<file path="src/rtl/sprite_pkg.sv">
// Shared sprite types, geometry constants and scale helper for the sprite mapper.
// Latency: n/a (types and pure functions only).
// Backpressure: n/a.
package sprite_pkg;

    // Position fields are stored at the widest supported coordinate width;
    // users take the low COORD_W bits.
    localparam int COORD_MAX = 16;

    localparam int         GLYPH_W     = 8;
    localparam int         GLYPH_H     = 16;
    localparam logic [7:0] BG_RED_BASE = 8'h4f;
    localparam logic [7:0] BG_BLUE     = 8'h44;

    typedef struct packed {
        logic                 en;
        logic [COORD_MAX-1:0] x;
        logic [COORD_MAX-1:0] y;
        logic [6:0]           code;
        logic [1:0]           scale;
        logic [23:0]          rgb;
    } sprite_t;

    // Scale code 3 behaves as scale 2 (4x).
    function automatic logic [1:0] clamp_scale(input logic [1:0] scale);
        return (scale == 2'd3) ? 2'd2 : scale;
    endfunction

endpackage

</file>
<file path="src/rtl/font_rom.sv">
// Glyph bitmap ROM: 128 codes x 16 rows x 8 pixels, addressed {code, row}; bit 7 is the leftmost pixel.
// Latency: combinational read.
// Backpressure: none.
module font_rom (
    input  logic [10:0] addr,
    output logic [7:0]  data
);

    // Bitmap contents are an address-derived pattern.
    always_comb begin
        data = {addr[3:0], addr[7:4]} ^ addr[10:3];
    end

endmodule

</file>
<file path="src/rtl/sprite_hit.sv">
// Bounding-box hit test of one sprite slot against the current pixel, with glyph column/row.
// Latency: combinational.
// Backpressure: none.
module sprite_hit
    import sprite_pkg::*;
#(
    parameter int COORD_W = 10
) (
    input  sprite_t            spr,
    input  logic [COORD_W-1:0] draw_x,
    input  logic [COORD_W-1:0] draw_y,
    output logic               hit,
    output logic [2:0]         col,
    output logic [3:0]         row
);

    localparam int CW1 = COORD_W + 1;

    logic [COORD_W-1:0] spr_x;
    logic [COORD_W-1:0] spr_y;
    logic [1:0]         s;
    logic [COORD_W:0]   dx;
    logic [COORD_W:0]   dy;
    logic [COORD_W:0]   width;
    logic [COORD_W:0]   height;
    logic               unused_fields;

    // Only the position, scale and enable matter here; the rest is consumed by the top.
    assign unused_fields = ^{spr.x, spr.y, spr.code, spr.rgb};

    // Offsets are one bit wider than the coordinates and gated by the >= tests,
    // so sprites hanging past the coordinate limit never wrap back to column 0.
    always_comb begin
        spr_x  = COORD_W'(spr.x);
        spr_y  = COORD_W'(spr.y);
        s      = clamp_scale(spr.scale);
        dx     = {1'b0, draw_x} - {1'b0, spr_x};
        dy     = {1'b0, draw_y} - {1'b0, spr_y};
        width  = CW1'(GLYPH_W) << s;
        height = CW1'(GLYPH_H) << s;
        hit    = spr.en && (draw_x >= spr_x) && (draw_y >= spr_y) &&
                 (dx < width) && (dy < height);
        col    = 3'(dx >> s);
        row    = 4'(dy >> s);
    end

endmodule

</file>
<file path="src/rtl/sprite_mapper.sv">
// Multi-sprite pixel mapper: shadow/active sprite tables, priority glyph render, per-frame collision flags.
// Latency: 2 cycles DrawX/DrawY/pix_valid -> RGB/out_valid, 1 pixel per cycle.
// Backpressure: wr_ready drops only on frame_start (table commit) and in reset; pixel path never stalls.
module sprite_mapper
    import sprite_pkg::*;
#(
    parameter  int NUM_SPRITES = 4,
    parameter  int COORD_W     = 10,
    localparam int IDX_W       = (NUM_SPRITES > 1) ? $clog2(NUM_SPRITES) : 1
) (
    input  logic                   Clk,
    input  logic                   Reset,
    input  logic                   frame_start,
    input  logic                   wr_valid,
    output logic                   wr_ready,
    input  logic [IDX_W-1:0]       wr_idx,
    input  logic [COORD_W-1:0]     wr_x,
    input  logic [COORD_W-1:0]     wr_y,
    input  logic [6:0]             wr_code,
    input  logic [1:0]             wr_scale,
    input  logic [23:0]            wr_rgb,
    input  logic                   wr_en,
    input  logic                   pix_valid,
    input  logic [COORD_W-1:0]     DrawX,
    input  logic [COORD_W-1:0]     DrawY,
    output logic [7:0]             Red,
    output logic [7:0]             Green,
    output logic [7:0]             Blue,
    output logic                   out_valid,
    output logic                   collision,
    output logic [NUM_SPRITES-1:0] collision_mask
);

    sprite_t shadow_tbl [NUM_SPRITES];
    sprite_t active_tbl [NUM_SPRITES];
    logic    rdy_q;

    logic [NUM_SPRITES-1:0] hit_vec;
    logic [2:0]             col_vec [NUM_SPRITES];
    logic [3:0]             row_vec [NUM_SPRITES];
    logic                   multi_hit;

    logic        win_hit;
    logic [23:0] win_rgb;
    logic [2:0]  win_col;
    logic [10:0] win_addr;

    logic        s1_vld;
    logic        s1_hit;
    logic [23:0] s1_rgb;
    logic [2:0]  s1_col;
    logic [10:0] s1_addr;
    logic [6:0]  s1_bgx;

    logic [15:0] draw_x_ext;
    logic        unused_x_bits;
    logic [7:0]  rom_data;
    logic        fg;
    logic [7:0]  bg_red;

    // A write offered during the commit cycle is refused so it cannot slip into the commit.
    assign wr_ready = rdy_q & ~frame_start;

    // Shadow table takes writes; active table reloads from it atomically at frame start.
    always_ff @(posedge Clk) begin
        if (!Reset) begin
            rdy_q <= 1'b0;
            for (int i = 0; i < NUM_SPRITES; i++) begin
                shadow_tbl[i] <= '0;
                active_tbl[i] <= '0;
            end
        end else begin
            rdy_q <= 1'b1;
            if (frame_start) begin
                for (int i = 0; i < NUM_SPRITES; i++) begin
                    active_tbl[i] <= shadow_tbl[i];
                end
            end
            if (wr_valid && wr_ready && (int'(wr_idx) < NUM_SPRITES)) begin
                shadow_tbl[wr_idx] <= '{en:    wr_en,
                                        x:     COORD_MAX'(wr_x),
                                        y:     COORD_MAX'(wr_y),
                                        code:  wr_code,
                                        scale: wr_scale,
                                        rgb:   wr_rgb};
            end
        end
    end

    for (genvar g = 0; g < NUM_SPRITES; g++) begin : g_hit
        sprite_hit #(.COORD_W(COORD_W)) u_hit (
            .spr    (active_tbl[g]),
            .draw_x (DrawX),
            .draw_y (DrawY),
            .hit    (hit_vec[g]),
            .col    (col_vec[g]),
            .row    (row_vec[g])
        );
    end

    // Two or more bits set in the hit vector.
    assign multi_hit = |(hit_vec & (hit_vec - NUM_SPRITES'(1)));

    // Lowest-index hitting slot wins: scan high to low so lower indices overwrite.
    always_comb begin
        win_hit  = 1'b0;
        win_rgb  = '0;
        win_col  = '0;
        win_addr = '0;
        for (int i = NUM_SPRITES - 1; i >= 0; i--) begin
            if (hit_vec[i]) begin
                win_hit  = 1'b1;
                win_rgb  = active_tbl[i].rgb;
                win_col  = col_vec[i];
                win_addr = {active_tbl[i].code, row_vec[i]};
            end
        end
    end

    assign draw_x_ext    = 16'(DrawX);
    assign unused_x_bits = ^{draw_x_ext[15:10], draw_x_ext[2:0]};

    // Stage 1: register the winner and update the sticky collision flags (set beats clear).
    always_ff @(posedge Clk) begin
        if (!Reset) begin
            s1_vld         <= 1'b0;
            s1_hit         <= 1'b0;
            s1_rgb         <= '0;
            s1_col         <= '0;
            s1_addr        <= '0;
            s1_bgx         <= '0;
            collision      <= 1'b0;
            collision_mask <= '0;
        end else begin
            s1_vld  <= pix_valid;
            s1_hit  <= win_hit;
            s1_rgb  <= win_rgb;
            s1_col  <= win_col;
            s1_addr <= win_addr;
            s1_bgx  <= draw_x_ext[9:3];
            if (frame_start) begin
                collision      <= 1'b0;
                collision_mask <= '0;
            end
            if (pix_valid && multi_hit) begin
                collision      <= 1'b1;
                collision_mask <= (frame_start ? '0 : collision_mask) | hit_vec;
            end
        end
    end

    font_rom u_rom (
        .addr (s1_addr),
        .data (rom_data)
    );

    // ROM zero bits are transparent down to the background, never to a lower-priority sprite.
    assign fg     = s1_hit & rom_data[3'd7 - s1_col];
    assign bg_red = BG_RED_BASE - {1'b0, s1_bgx};

    // Stage 2: register the final colour, blanked outside the visible region.
    always_ff @(posedge Clk) begin
        if (!Reset) begin
            out_valid <= 1'b0;
            Red       <= '0;
            Green     <= '0;
            Blue      <= '0;
        end else begin
            out_valid <= s1_vld;
            if (!s1_vld) begin
                {Red, Green, Blue} <= '0;
            end else if (fg) begin
                {Red, Green, Blue} <= s1_rgb;
            end else begin
                {Red, Green, Blue} <= {bg_red, 8'h00, BG_BLUE};
            end
        end
    end

endmodule
</file>
<file path="config.mk">
export PLATFORM = sky130hd
export DESIGN_NAME = sprite_mapper
export DESIGN_NICKNAME = d
export VERILOG_FILES = /design/src/rtl/sprite_pkg.sv /design/src/rtl/font_rom.sv /design/src/rtl/sprite_hit.sv /design/src/rtl/sprite_mapper.sv
export SDC_FILE = /design/constraint.sdc
export NUM_CORES = 1
export LEC_CHECK = 0
export ABC_AREA = 0
export CAP_MARGIN = 20
export CORE_ASPECT_RATIO = 0.6
export CORE_UTILIZATION = 45
export CTS_CLUSTER_DIAMETER = 60
export DETAILED_ROUTE_END_ITERATION = 10
export GPL_ROUTABILITY_DRIVEN = 1
export PLACE_DENSITY_LB_ADDON = 0.3
export SYNTH_ARGS = -nofsm -noshare
export SYNTH_HDL_FRONTEND = slang
export SYNTH_HIERARCHICAL = 1
export SYNTH_SLANG_ARGS = --single-unit
</file>
<file path="constraint.sdc">
create_clock -name Clk -period 9.9 [get_ports Clk]
set_input_delay 1.485 -clock Clk [delete_from_list [all_inputs] [get_ports Clk]]
set_output_delay 1.485 -clock Clk [all_outputs]
set_load 0.02 [all_outputs]
</file>
Yosys cells after proc, flatten, opt, wreduce, memory -nomap -nowiden
Memory sizes are Yosys's and may differ from the RTL's.
Cells that the tools add are included.

cells by class
  $add $sub $neg = 11
  order comparisons = 17
  eq/ne operators = 4
  shifts and indexed selects = 16
  mux-type cells = 43
  bitwise logic cells = 10
  reductions and logical operators = 23

operators with widths
  kind                                                                           count
  66-bit two-way mux                                                             4
  24-bit two-way mux                                                             4
  11-bit less-than comparator                                                    8
  10-bit by 10-bit subtractor with 11-bit output                                 8
  10-bit greater-or-equal comparator                                             8
  54-bit two-way mux                                                             1
  54-bit OR reduction                                                            1
  11-bit two-way mux                                                             4
  4-bit by 2-bit left shift with 11-bit output (first input constant)            4
  5-bit by 2-bit left shift with 11-bit output (first input constant)            4
  11-bit by 2-bit >> shifter with 3-bit output                                   4
  11-bit by 2-bit >> shifter with 4-bit output                                   4
  1-bit logical AND                                                              18
  1-bit two-way mux                                                              16
  3-bit two-way mux                                                              4
  2-bit two-way mux                                                              5
  2-bit == test (second input constant)                                          4
  4-bit two-way mux                                                              2
  8-bit two-way mux                                                              1
  7-bit by 7-bit subtractor with 8-bit output (first input constant)             1
  8-bit XOR                                                                      1
  7-bit two-way mux                                                              1
  4-bit AND                                                                      1
  3-bit by 4-bit less-than comparator with 1-bit output (second input constant)  1
  other kinds (11)                                                               15

storage, ports and cells
  bits in registers = 78
  memory bits (writable) = 480
  bits of input ports = 81
  memories = 2

memories
  memory      words  bits a word  rd ports  clocked after Yosys merged registers in  write ports  RTL line             source
  active_tbl  4      66           4         0                                        4            sprite_mapper.sv:35  sprite_t active_tbl [NUM_SPRITES];
  shadow_tbl  4      54           4         0                                        4            sprite_mapper.sv:34  sprite_t shadow_tbl [NUM_SPRITES];

Depth between registers and ports, before layout
An unclocked memory read counts as a cell.

  word-level depth = 12
  gate-level depth with buffers = 21

By module
Netlist, hierarchy kept.

modules (own cells, without submodules)
  module         instances  cells each  area an instance (sq um)  sequential area each (sq um)
  sprite_mapper  1          1329        19547.5                   14533.9
  sprite_hit     4          160         1159.9                    0.0
  font_rom       1          8           70.1                      0.0

Worst setup path before layout
OpenSTA, ideal clock, no wires.

  path kind = in2reg
  start point = input Reset
  end point = memory active_tbl[0][0] in the netlist's numbering, enable pin
  arrival time = 6104 ps
  data required time = 9332 ps
  slack = 3227 ps
  cell stages on the path = 4
  cell sequence = buf_4 -> and2b_1 -> buf_4 -> inv_1

RTL lines
  item                RTL line             source
  start: declaration  sprite_mapper.sv:12  input logic Reset,
  end: declaration    sprite_mapper.sv:35

Worst setup path in the final report
  start point = input DrawX[0]
  end point = register s1_rgb[20]

on the way
  cells in the longest elaborated chain, start to end = 9

RTL lines
  item                                                                                                    RTL line              source
  start: declaration                                                                                      sprite_mapper.sv:24   input logic [COORD_W-1:0] DrawX,
  parallel branches: the longest is 3 deep, another holds 10-bit by 10-bit subtractor with 11-bit output  -
  1-bit logical AND *                                                                                     sprite_hit.sv:41      hit = spr.en && (draw_x >= spr_x) && (draw_y >= spr_y) &&
  1-bit logical AND *                                                                                     sprite_hit.sv:42      (dx < width) && (dy < height);
  net hit_vec[3]                                                                                          sprite_mapper.sv:38   logic [NUM_SPRITES-1:0] hit_vec;
  24-bit two-way mux * (4 in series)                                                                      sprite_mapper.sv:111  if (hit_vec[i]) begin
  end signal: assignment                                                                                  sprite_mapper.sv:137  s1_rgb <= win_rgb;
  end: declaration                                                                                        sprite_mapper.sv:50   logic [23:0] s1_rgb;

Mark *: on every way through the listed nets, which the timed path passes.
A chain may end at the register's enable or synchronous reset.

==> results.rst <==
.. list-table::
   :header-rows: 1

   * - Metric
     - Value
   * - Result of the run
     - finished clean
   * - Initial Utilization
     - 0.459
   * - Hold violation count in the final report
     - 0
   * - Netlist area before placement
     - 24300 sq um
   * - Type of element capturing the critical path
     - register
   * - Maximum number of pins on one net before global-route repair
     - 150
   * - Endpoint of the lowest-slack register-to-register path
     - s1_rgb[20]
   * - Worst EP required
     - 10.40 ns
   * - Final setup violation count
     - 0
   * - Port-buffer cells
     - 111
   * - Aggregate global routing overflow
     - 0
   * - CTS hold repair buffers
     - 0
   * - Die width
     - 302 microns
   * - Finished Cell Area
     - 27600 sq um
   * - Final period util
     - 0.659
   * - Cell count along the critical path
     - 19
   * - Worst setup slack after layout
     - 3.37 ns
   * - Area of placed instances
     - 26000 sq um
   * - DRC violations left
     - 0
   * - Clock skew
     - 0.0291 ns
   * - Hold WC Path Type
     - reg -> reg
   * - Final Instance Count excl. Fillers
     - 2789
   * - Total of max-cap violations
     - 0
   * - Cell with the largest stage delay on the worst path
     - nor4_2
   * - Weighted congestion at the end of routability-driven global placement
     - 0.928
   * - Cells on Worst Hold Path
     - 1
   * - Critical path startpoint category
     - primary input
   * - Critical path fanouts, max
     - 26
   * - Longest individual stage delay on the worst path
     - 0.76 ns
   * - Hold Crit Endpoint
     - Blue[0]
   * - Critical path's top delay family
     - simple AND/OR/NAND/NOR gates
   * - Max IR drop VDD
     - 0.135 mV
   * - Number of nets in the final layout
     - 2246
   * - Number of nets with antenna violations after detailed routing
     - 0
   * - Core Box Area
     - 52900 sq um
   * - Number of H-tree levels
     - 2
   * - Final wirelength
     - 57.1 mm
   * - Utilization after layout
     - 0.521
   * - Buffer cell driving the clock tree root
     - clkbuf_16
   * - Estimated wirelength of the detail-placed design
     - 35.6 mm
   * - Worst setup path start
     - DrawX[0]
   * - Avg WL per Cell
     - 20.5 microns
   * - Number of warning messages in the yosys log
     - 6
   * - Latest clock arrival within the worst-skew pair
     - 0.60 ns
   * - Starting DRT DRC Count
     - 1162
   * - Worst-case headroom to the max-slew limit
     - 0.248
   * - Worst EP arrival
     - 7.02 ns
   * - Post-CTS setup-driven buffer insertion count
     - 0
   * - Unrepaired setup endpoints after global routing
     - false
   * - Pins Over Slew Limit
     - 0
   * - Deepest clock path buffer count
     - 3
   * - Synthesized area per cell
     - 12.3 sq um
   * - Power density over cell area
     - 175 nW/um^2
   * - Number of antenna violations at the first check in global routing
     - 2
   * - Total iterations of the first detailed-routing run
     - 7
   * - Top-Level Pins
     - 112
   * - Period minus WS final
     - 6.53 ns
   * - Register-to-register path setup slack
     - 4.43 ns
   * - DIE AREA
     - 54900 sq um
   * - Global-route total usage across every layer
     - 0.213
   * - Fraction of final layout cells sized beyond drive strength 1
     - 0.0643
   * - Number of filler instances in the final layout
     - 4497
   * - Wire length of the first global-routing pass
     - 88.8 mm
   * - Count of buffering cells on the critical path with inverters included
     - 3
   * - Post-cts resize count
     - 0
   * - Worst reg2reg startpoint
     - active_tbl[3][33]
   * - TritonCTS clock tree
     - done
   * - Path depth of the worst reg2reg path
     - 17
   * - Sinks on Clock Net
     - 510
   * - Minimum hold slack
     - 0.430 ns
   * - Number of clock buffers inserted by TritonCTS
     - 49
   * - Gate count after technology mapping
     - 1976
   * - Sum Neg Setup Slack
     - 0 ns
   * - Post-place setup slack
     - 2.75 ns
   * - Actual transition at the worst max-transition pin
     - 1.13 ns
   * - Reg clk slew, reported paths
     - 0.06 ns
   * - Standby leakage power
     - 11.3 nW
   * - Vias in the first global route
     - 15021
   * - Chip Height
     - 182 microns
   * - List of cells traversed by the critical path
     - clkdlybuf4s50_1 -> inv_1 -> ha_1 -> fa_1 -> nor2b_1 -> o21ai_1 -> nor2b_1 -> xnor2_1 -> ha_1 -> o21a_1 -> o21a_1 -> o21ai_0 -> nand4_1 -> nor4_2 -> nor2b_2 -> buf_4 -> a221oi_1 -> a211o_1 -> a21boi_0
   * - Placed cells
     - 2696
   * - Via count normalized by instance count
     - 5.41
   * - Total power after layout
     - 4.82 mW
   * - Vias
     - 15094
   * - Maximum frequency from static timing analysis
     - 0.153 GHz
   * - Area growth from synthesis to layout
     - 13.6%
   * - Setup CP Type
     - in -> reg
   * - Launch instance of the worst min-delay path
     - s1_rgb[0]
   * - Placement Rows
     - 65
[flip-flops by register name (all words and copies together) (netlist names)]
name	cells
shadow_tbl	216
s1_bgx	7
out_valid	1
active_tbl	216
Green	8
s1_hit	1
Blue	8
collision	1
s1_rgb	24
s1_vld	1
s1_col	3
s1_addr	11
collision_mask	4
rdy_q	1
Red	8
[worst max path at each step]
stage               slack, ns               end
floorplan                3.23  active_tbl[0][0]
global placement         2.98        s1_rgb[18]
detailed placement       2.75        s1_addr[7]
CTS                      3.40        s1_rgb[20]
global route             2.93        s1_rgb[16]
finish                   3.37        s1_rgb[20]
[cell type report]
class / instances / area, sq um / share of cell area
Antenna cell: 1 / 2.50 / 0.0000908
Clock buffer: 71 / 1370 / 0.0497
Clock inverter: 21 / 201 / 0.00731
Inverter: 150 / 571 / 0.0207
Multi-Input combinational cell: 1206 / 8760 / 0.318
Sequential cell: 510 / 14500 / 0.528
Tap cell: 703 / 880 / 0.0319
Timing Repair Buffer: 127 / 1230 / 0.0446
[per-layer routing]
metal,vias up,track usage,share of wire
met5,-,0,0.00030
met4,2,0.0479,0.017
met2,372,0.305,0.41
met3,69,0.0485,0.071
met1,7436,0.324,0.50
li1,7215,-,-
[worst reg2reg max path, stage by stage, from the launching register on]
cell      delay (ns)
edfxtp_1        0.40
ha_1            0.25
fa_1            0.45
nor2b_4         0.14
o21ai_2         0.06
nor2b_1         0.14
xnor2_1         0.27
ha_1            0.29
o21a_1          0.20
o21a_1          0.17
o21ai_0         0.21
nand4_1         0.15
nor4_2          0.76
nor2b_2         0.71
buf_4           0.51
a221oi_1        0.16
a211o_1         0.32
a21boi_0        0.18
[where the power goes]
group / total [mW] / switching (mW) / internal (mW)
Clock: 1.82 / 0.820 / 1.00
Sequential: 2.44 / 0.0297 / 2.41
Combinational: 0.560 / 0.347 / 0.213
[cell usage in the layout, fill, tap and decap left out, types with 49 or more instances in the layout]
| cell | instances |
|---|---|
| clkdlybuf4s50_1 | 109 |
| and2_1 | 238 |
| edfxtp_1 | 432 |
| inv_1 | 149 |
| ha_1 | 113 |
| dfxtp_1 | 78 |
| and3_1 | 216 |
| clkbuf_16 | 49 |
| nand2_1 | 82 |
| nor2_1 | 54 |
Power figures use the tool's default switching activity.
